`config.mk`:
```
export PLATFORM = sky130hd
export DESIGN_NAME = rca_seq_ctrl
export DESIGN_NICKNAME = d
export VERILOG_FILES = /design/src/rtl/rca_seq_ctrl.sv
export SDC_FILE = /design/constraint.sdc
export NUM_CORES = 1
export LEC_CHECK = 0
export ABC_AREA = 1
export CAP_MARGIN = 0
export CORE_MARGIN = 2
export CORE_UTILIZATION = 62
export DETAILED_ROUTE_END_ITERATION = 6
export DONT_BUFFER_PORTS = 1
export PLACE_DENSITY_LB_ADDON = 0.15
export RECOVER_POWER = 25
export REMOVE_ABC_BUFFERS = 1
export SETUP_SLACK_MARGIN = 0.1
export SLEW_MARGIN = 20
export SYNTH_ARGS = -nofsm -noshare
export SYNTH_HDL_FRONTEND = slang
export SYNTH_SLANG_ARGS = --single-unit
```
`constraint.sdc`:
```
create_clock -name clk_in -period 3.9 [get_ports clk_in]
set_input_delay 0.39 -clock clk_in [delete_from_list [all_inputs] [get_ports clk_in]]
set_output_delay 0.39 -clock clk_in [all_outputs]
set_load 0.03 [all_outputs]
```
`src/rtl/rca_seq_ctrl.sv`:
```
// rtl/rca_seq_ctrl.sv - nibble-serial wide add/subtract sequencer around one shared 4-bit ripple-carry adder
//
// full_adder    : single-bit full adder cell.
// rca_using_fa  : 4-bit ripple-carry adder built from full_adder cells.
//   a, b        : 4-bit addends
//   cin         : carry into bit 0
//   sum         : 4-bit sum
//   cout        : carry out of bit 3
//
// rca_seq_ctrl  : processes one nibble per clock, least-significant first,
//                 through a single rca_using_fa instance.
//   NIBBLES      : number of 4-bit slices per operand (2..16), W = 4*NIBBLES
//   clk_in       : rising-edge clock
//   rst_n_in     : synchronous active-low reset
//   start_in     : request, accepted when start_in=1 and ready_out=1
//   a_in, b_in   : W-bit operands, sampled only at accept
//   c_in         : carry-in (add) / borrow-in (sub), sampled only at accept
//   sub_in       : 0 = A+B+c_in, 1 = A-B-c_in, sampled only at accept
//   ready_out    : high only while idle
//   done_out     : one-cycle pulse when the result registers update
//   sum_out      : W-bit result, held until the next done_out
//   carry_out    : carry out of the MSB nibble (sub: 1 = no borrow)
//   overflow_out : signed two's-complement overflow of the W-bit operation

module full_adder (
    input  logic a,
    input  logic b,
    input  logic cin,
    output logic sum,
    output logic cout
);

    assign sum  = a ^ b ^ cin;
    assign cout = (a & b) | (a & cin) | (b & cin);

endmodule

module rca_using_fa (
    input  logic [3:0] a,
    input  logic [3:0] b,
    input  logic       cin,
    output logic [3:0] sum,
    output logic       cout
);

    // chain[i] is the carry into bit i; chain[4] leaves the adder.
    logic [4:0] chain;

    assign chain[0] = cin;

    genvar i;
    generate
        for (i = 0; i < 4; i++) begin : g_bit
            full_adder u_fa (
                .a    (a[i]),
                .b    (b[i]),
                .cin  (chain[i]),
                .sum  (sum[i]),
                .cout (chain[i+1])
            );
        end
    endgenerate

    assign cout = chain[4];

endmodule

module rca_seq_ctrl #(
    parameter int NIBBLES = 4
) (
    input  logic                 clk_in,
    input  logic                 rst_n_in,
    input  logic                 start_in,
    input  logic [4*NIBBLES-1:0] a_in,
    input  logic [4*NIBBLES-1:0] b_in,
    input  logic                 c_in,
    input  logic                 sub_in,
    output logic                 ready_out,
    output logic                 done_out,
    output logic [4*NIBBLES-1:0] sum_out,
    output logic                 carry_out,
    output logic                 overflow_out
);

    localparam int W  = 4 * NIBBLES;
    localparam int IW = (NIBBLES > 1) ? $clog2(NIBBLES) : 1;
    localparam logic [IW-1:0] LAST = IW'(NIBBLES - 1);

    typedef enum logic [1:0] {
        IDLE = 2'd0,
        RUN  = 2'd1,
        DONE = 2'd2
    } state_t;

    state_t          state;
    logic [IW-1:0]   idx;
    logic [W-1:0]    a_reg;
    // B operand already conditioned for subtraction (one's complement when sub).
    logic [W-1:0]    b_reg;
    logic            carry_reg;
    logic [W-1:0]    work;

    logic [3:0]      nib_a;
    logic [3:0]      nib_b;
    logic [3:0]      nib_sum;
    logic            nib_cout;
    logic [W-1:0]    work_next;

    assign ready_out = (state == IDLE);

    assign nib_a = a_reg[4*idx +: 4];
    assign nib_b = b_reg[4*idx +: 4];

    rca_using_fa u_rca (
        .a    (nib_a),
        .b    (nib_b),
        .cin  (carry_reg),
        .sum  (nib_sum),
        .cout (nib_cout)
    );

    // Work value with the current nibble merged in; on the final nibble this
    // is the complete result, so sum_out can load it on the same edge.
    always_comb begin
        work_next = work;
        work_next[4*idx +: 4] = nib_sum;
    end

    always_ff @(posedge clk_in) begin
        if (!rst_n_in) begin
            state        <= IDLE;
            idx          <= '0;
            a_reg        <= '0;
            b_reg        <= '0;
            carry_reg    <= 1'b0;
            work         <= '0;
            sum_out      <= '0;
            carry_out    <= 1'b0;
            overflow_out <= 1'b0;
            done_out     <= 1'b0;
        end else begin
            done_out <= 1'b0;
            case (state)
                IDLE: begin
                    if (start_in) begin
                        a_reg     <= a_in;
                        // A - B - c == A + ~B + ~c in two's complement.
                        b_reg     <= sub_in ? ~b_in : b_in;
                        carry_reg <= sub_in ? ~c_in : c_in;
                        idx       <= '0;
                        state     <= RUN;
                    end
                end
                RUN: begin
                    work      <= work_next;
                    carry_reg <= nib_cout;
                    if (idx == LAST) begin
                        sum_out      <= work_next;
                        carry_out    <= nib_cout;
                        // Overflow: operands agree in sign but the result does not.
                        overflow_out <= (a_reg[W-1] == b_reg[W-1]) &&
                                        (nib_sum[3] != a_reg[W-1]);
                        done_out     <= 1'b1;
                        idx          <= '0;
                        state        <= DONE;
                    end else begin
                        idx <= idx + 1'b1;
                    end
                end
                DONE: begin
                    state <= IDLE;
                end
                default: begin
                    state <= IDLE;
                end
            endcase
        end
    end

endmodule

```
# Yosys cells after proc, flatten, opt, wreduce, memory -nomap -nowiden
# Index checks and enable logic that the tools add are counted.
[totals]
n_memories = 0
reg_bits = 72
rom_bits = 0
latch_bits = 0
mem_bits_rw = 0
input_bits = 37
[op_classes]
magnitude_cmp = 0
shift = 4
addsub = 2
bitwise_logic = 30
n_mux = 12
div_mod_pow = 0
n_reduce_logical = 8
multipliers = 0
n_eq_ne = 6
[op_table]
columns = ["op", "n"]
rows = [
  ["4-bit negation with 34-bit output", 1],
  ["4-bit by 34-bit variable shift with 16-bit output, first input constant", 1],
  ["4-bit by 34-bit variable part select with 16-bit output", 1],
  ["16-bit by 5-bit variable part select with 4-bit output", 2],
  ["16-bit bitwise mux", 1],
  ["16-bit two-way mux", 1],
  ["16-bit inverter", 1],
  ["1-bit AND", 12],
  ["2-bit AND reduction", 5],
  ["2-bit two-way mux", 4],
  ["1-bit OR", 8],
  ["2-bit one-hot mux with 2 select lines", 2],
  ["1-bit bitwise XOR", 8],
  ["2-bit inequality test, second input constant", 2],
  ["1-bit two-way mux", 3],
  ["2-bit by 1-bit adder with 2-bit output, second input constant", 1],
  ["2-bit by 1-bit == test with 1-bit output, second input constant", 1],
  ["2-bit == test, second input constant", 1],
  ["2-bit zero test", 1],
  ["1-bit one-hot mux with 2 select lines", 1],
  ["2-bit nonzero test", 1],
  ["1-bit == test", 1],
  ["1-bit logical AND", 1],
  ["1-bit inequality test", 1],
  ["1-bit inverter", 1],
]

# Depth between registers and ports, before layout
[logic_depth]
depth_word = 14
ltp_mapped = 17
depth_no_buf = 15

# Cells and area by module
# A second synthesis with hierarchy kept.
[unflattened]
cells_unflattened = 525
area_unflattened_um2 = 3679.8
[modules_own_cells]
columns = ["mod", "area_per_inst_um2", "seq_area_each_um2", "cells_each", "n_inst"]
rows = [
  ["rca_seq_ctrl", 3599.7, 1441.4, 521, 1],
  ["full_adder", 20.0, 0.0, 1, 4],
]

# Least setup slack after synthesis
# OpenSTA, ideal clock, no wires.
[synth_path]
path_type = "flip-flop to flip-flop"
startpoint = "reg idx[0]"
endpoint = "reg sum_out[7]"
arrival_ns = 2.873
path_buffers = 2
stages_incl_launch_ff = 17
setup_slack_ns = 0.918
path_cell_list = "dfxtp_1 > buf_4 > clkbuf_1 > o21ai_0 > o22ai_1 > fa_1 > inv_1 > fa_1 > fa_1 > inv_1 > fa_1 > nand2_1 > nor2_1 > nand2_1 > nand3_1 > nand2_1 > inv_1"
[synth_via]
elab_chain_cells = 13
elab_cells_between_ends = 31
cone_classes = "1 x add/sub; 1 x eq/ne; 4 x shift; 1 x mux; 23 x bitwise; 1 x reduce/logical"
[synth_rtl]
columns = ["element", "line", "rtl"]
rows = [
  ["start, declared", "96", "logic [IW-1:0] idx;"],
  ["start signal, assigned", "167", "idx <= idx + 1'b1;"],
  ["16-bit by 5-bit variable part select with 4-bit output (on tied branches)", "111, 112", ""],
  ["1-bit AND", "34", "assign cout = (a & b) | (a & cin) | (b & cin);"],
  ["1-bit OR (2 in a row)", "34", ""],
  ["1-bit AND", "34", ""],
  ["1-bit OR (2 in a row)", "34", ""],
  ["1-bit AND", "34", ""],
  ["1-bit OR (2 in a row)", "34", ""],
  ["1-bit bitwise XOR", "33", "assign sum = a ^ b ^ cin;"],
  ["4-bit by 34-bit variable part select with 16-bit output", "126", "work_next[4*idx +: 4] = nib_sum;"],
  ["16-bit bitwise mux", "126", ""],
  ["end signal, assigned", "158", "sum_out <= work_next;"],
  ["end, declared", "80", "output logic [4*NIBBLES-1:0] sum_out,"],
]
# Several ways; a longest one is shown, not always the timed one.
# A chain may end at the register's enable or synchronous reset.

# Worst setup path in the final report
[layout_path]
startpoint = "reg idx[1]"
endpoint = "reg work[7]"
[layout_via]
elab_chain_cells = 13
elab_cells_between_ends = 29
cone_classes = "1 x add/sub; 4 x shift; 1 x mux; 23 x bitwise"
[layout_rtl]
columns = ["element", "line", "rtl"]
rows = [
  ["16-bit by 5-bit variable part select with 4-bit output (on tied branches)", "111, 112", ""],
  ["1-bit AND", "34", ""],
  ["1-bit OR (2 in a row)", "34", ""],
  ["1-bit AND", "34", ""],
  ["1-bit OR (2 in a row)", "34", ""],
  ["1-bit AND", "34", ""],
  ["1-bit OR (2 in a row)", "34", ""],
  ["1-bit bitwise XOR", "33", ""],
  ["4-bit by 34-bit variable part select with 16-bit output", "126", ""],
  ["16-bit bitwise mux (*)", "126", ""],
  ["end signal, assigned", "155", "work <= work_next;"],
  ["end, declared", "101", "logic [W-1:0] work;"],
]
# Every way passes the cells marked *; elsewhere a longest branch is shown, timed or not.

==> results by group <==
Placement
  • PortBufs: 0
  • Dpl cell area: 0.00360 mm²
  • Final HPWL DP: 5.23 mm
  • # placed instances: 575
  • Worst slack, placed: 0.698 ns
  • Gpl congestion: 0.862

Logic synthesis
  • Post-synthesis mux area share: 0
  • Cell area after synthesis: around 0.0036 mm²
  • Adder and majority gate portion of the synthesized area: 0.0426
  • Syn. warnings: 0
  • Post-synthesis sequential area ratio: 0.396
  • Netlist cell types: 24
  • Avg Synthesized Cell Area: 6.91 µm²
  • Mapped Cells: 527
  • Compound-Gate Fraction of Synth Area: 0.119
  • XOR/XNOR Fraction of Synth Area: 0.0385
  • Fraction of the mapped netlist area in simple logic gates: 0.285
  • Largest family of logic cells by synthesized area: simple AND/OR/NAND/NOR gates
  • Synth Register Bits: 72

Clock network
  • Post-CTS setup buffer count: 0
  • Max clock buf depth: 2
  • CTS-repair resized insts: 0
  • Clock Sinks: 72
  • CTS Buf Count: 9
  • Clk_lat worst skew: 0.35 ns
  • # hold bufs at CTS: 0
  • CTS Root Buffer Type: clkbuf_8
  • CTS tree: done
  • Clk slew on worst S/H paths: 0.08 ns
  • Number of H-tree levels: 3

Timing
  • Slew at the pin with the worst max-slew slack: 1.03 ns
  • Slew HR: 0.313
  • Fin worst setup slack: 0.681 ns
  • Slew Viols, Final: 0
  • Maximum clock rate: 0.311 GHz
  • Final Hold Viols: 0
  • Period utilization: 0.825
  • Worst Skew: 0.00634 ns
  • Setup TNS: 0 ns
  • RSZ-0062 raised after global routing: false
  • Post-layout min period: 3.22 ns
  • Final number of setup-violating endpoints: 0

Setup path
  • Startpoint types: register
  • Flop2flop setup slack: 0.68 ns
  • CP Capture Type: register
  • CP required: between 4 and 5 ns
  • Reg-to-reg startpoint: idx[1]$_SDFFE_PN0P_
  • Slowest cell on crit path: fa_1
  • CP Max Fanout: 13
  • Critical path class: register to register
  • CP max stage delay: 0.45 ns
  • WP data arrival: ~3.5 ns
  • R2R Path End: work[7]$_SDFFE_PN0P_
  • Count of cells along the worst register-to-register path: 15
  • CP Cell Sequence: inv_1 -> o21ai_0 -> o22ai_1 -> fa_1 -> inv_1 -> fa_1 -> fa_1 -> inv_1 -> fa_1 -> nand2_1 -> nor2_1 -> nand2_1 -> nand3_1 -> nand2_1 -> inv_1

Worst hold path
  • Hold_sp: rst_n_in
  • Hold Crit Endpoint: carry_reg$_SDFFE_PN0P_
  • Worst min-delay path category: primary input to register
  • Worst Hold Depth: 2

Die
  • IO Pins: 57
  • Num rows: 27
  • Die Wd: 80.6 µm
  • Initial Util: 0.653
  • CORE AREA: 0.00557 mm²
  • Die height: 80.6 µm
  • Die Area: 0.00650 mm²

Routing
  • Vias per inst: 5.23
  • Vias: 3089
  • DRT Wirelength: around 7.7 mm
  • DRC: 0
  • Routed WL per cell: 13.0 µm
  • Number of iterations in the first detailed-routing pass: 4
  • Initial drt markers: ~180
  • Post-route ant nets: 0

Layout
  • Finished Cell Area: 0.00384 mm²
  • Final Non-Filler Cells: 591
  • Share of post-route cells with drive strength above 1: 0.0655
  • Number of diodes: 0
  • Nets@finish: 561
  • P&R area growth vs syn: 5.46%

Global routing
  • Largest net degree at the start of global routing: 54
  • Gr usage total: 0.260
  • Vias in the first global route: 2879
  • Grt total ovfl: 0
  • First-pass GRT wire length: 13.0 mm
  • Initial antenna violation count: 0

Power
  • Max IR drop VDD: about 0.35 mV
  • PD cells: 460 mW/mm²
  • Leak: 1.80 nW

Outcome
  • Outcome: complete, no violations

Flow run
  • Max cap viols: 0
metrics by stage:
step | hold slack [ns] | util | power, mW
CTS | 0.144 | 0.689 | 1.78
floorplan | 0.442 | - | 1.00
global route | 0.151 | 0.689 | 1.85
finish | 0.154 | 0.689 | 1.77
detailed placement | 0.455 | 0.645 | 1.06
global placement | 0.453 | 0.645 | 1.05
per-layer routing:
metal  GRT usage  routed length (µm)  vias to the layer above
li1            -                   -                     1602
met1       0.332                3560                     1402
met2       0.421                3620                       76
met3      0.0697                 397                        9
met4      0.0983                  89                        0
met5           0                   0                        -
cells by family (layout without fill, tap and decap cells):
logic type               Yosys count  count (layout)
AND/OR/NAND/NOR                  252             252
buffers and inverters            101              93
AO/OA/AOI/OAI                     76              76
flip-flops                        72              72
XOR/XNOR                          16              16
adder cells (fa/ha/maj)           10              10
layout make-up:
| type | count | area (µm²) |
|---|---|---|
| fill | 497 | 1730 |
| timing repair buffer | 2 | 15.0 |
| multi-input combinational | 354 | 1770 |
| clock inverter | 5 | 104 |
| inverter | 75 | 282 |
| sequential | 72 | 1440 |
| clock buffer | 11 | 141 |
| tap | 72 | 90.1 |
how the worst max path moves through the flow:
stage	cells after the start	endpoint	slack (ns)	startpoint
5_1_grt	15	work[15]$_SDFFE_PN0P_	0.41	idx[1]$_SDFFE_PN0P_
6_report	15	work[7]$_SDFFE_PN0P_	0.68	idx[1]$_SDFFE_PN0P_
3_3_place_gp	15	work[15]$_SDFFE_PN0P_	0.88	idx[1]$_SDFFE_PN0P_
3_5_place_dp	15	work[7]$_SDFFE_PN0P_	0.70	idx[1]$_SDFFE_PN0P_
2_1_floorplan	15	work[15]$_SDFFE_PN0P_	0.76	idx[0]$_SDFFE_PN0P_
4_1_cts	15	work[7]$_SDFFE_PN0P_	0.69	idx[1]$_SDFFE_PN0P_
critical path: cells and delay by family, from the launching register on:
| family | cells | cell delay (ns) |
|---|---|---|
| and+or+nand+nor | 5 | 0.48 |
| AOI/OAI and AO/OA | 2 | 0.32 |
| buffers and inverters | 4 | 0.45 |
| DFF | 1 | 0.44 |
| adders and majority gates | 4 | 1.43 |
cells in the mapped netlist:
library cell  number  area share
a21oi_1           26       0.036
a21oi_2            9       0.022
buf_1              3      0.0031
buf_2             10       0.014
buf_4              7       0.014
buf_6              2      0.0062
clkbuf_1           4      0.0041
dfxtp_1           72        0.40
fa_1               4       0.022
ha_1               6       0.021
inv_1             70       0.072
inv_2              5      0.0052
nand2_1          114        0.12
nand2_2            3      0.0052
nand3_1           37       0.051
nand3b_1           1      0.0021
nand4_1            4      0.0069
nor2_1            89       0.092
nor2_2             1      0.0017
nor2_4             3      0.0093
o21ai_0           33       0.045
o22a_1             4      0.0096
o22ai_1            4      0.0069
xor2_1            16       0.038
cell usage in the layout, fill, tap and decap left out:
cell type / n
o22a_1: 4
inv_2: 3
a21oi_1: 26
clkinv_2: 1
ha_1: 6
nand2_1: 116
nand2_2: 1
fa_1: 4
nand3b_1: 1
bufinv_16: 3
xor2_1: 16
nand4_1: 4
nand3_1: 37
clkbuf_1: 1
dfxtp_1: 72
o22ai_1: 4
inv_1: 72
clkinv_4: 1
a21oi_2: 9
buf_4: 2
nor2_1: 89
nor2_4: 4
o21ai_0: 33
clkbuf_8: 10
report_power, final:
group / internal, mW / total [mW] / leakage, nW / switching, mW
sequential: 0.779 / 0.807 / 0.590 / 0.0281
clock: 0.443 / 0.721 / 0.124 / 0.279
combinational: 0.0863 / 0.239 / 1.09 / 0.153
Note: power is estimated with default switching activity, not from simulation.
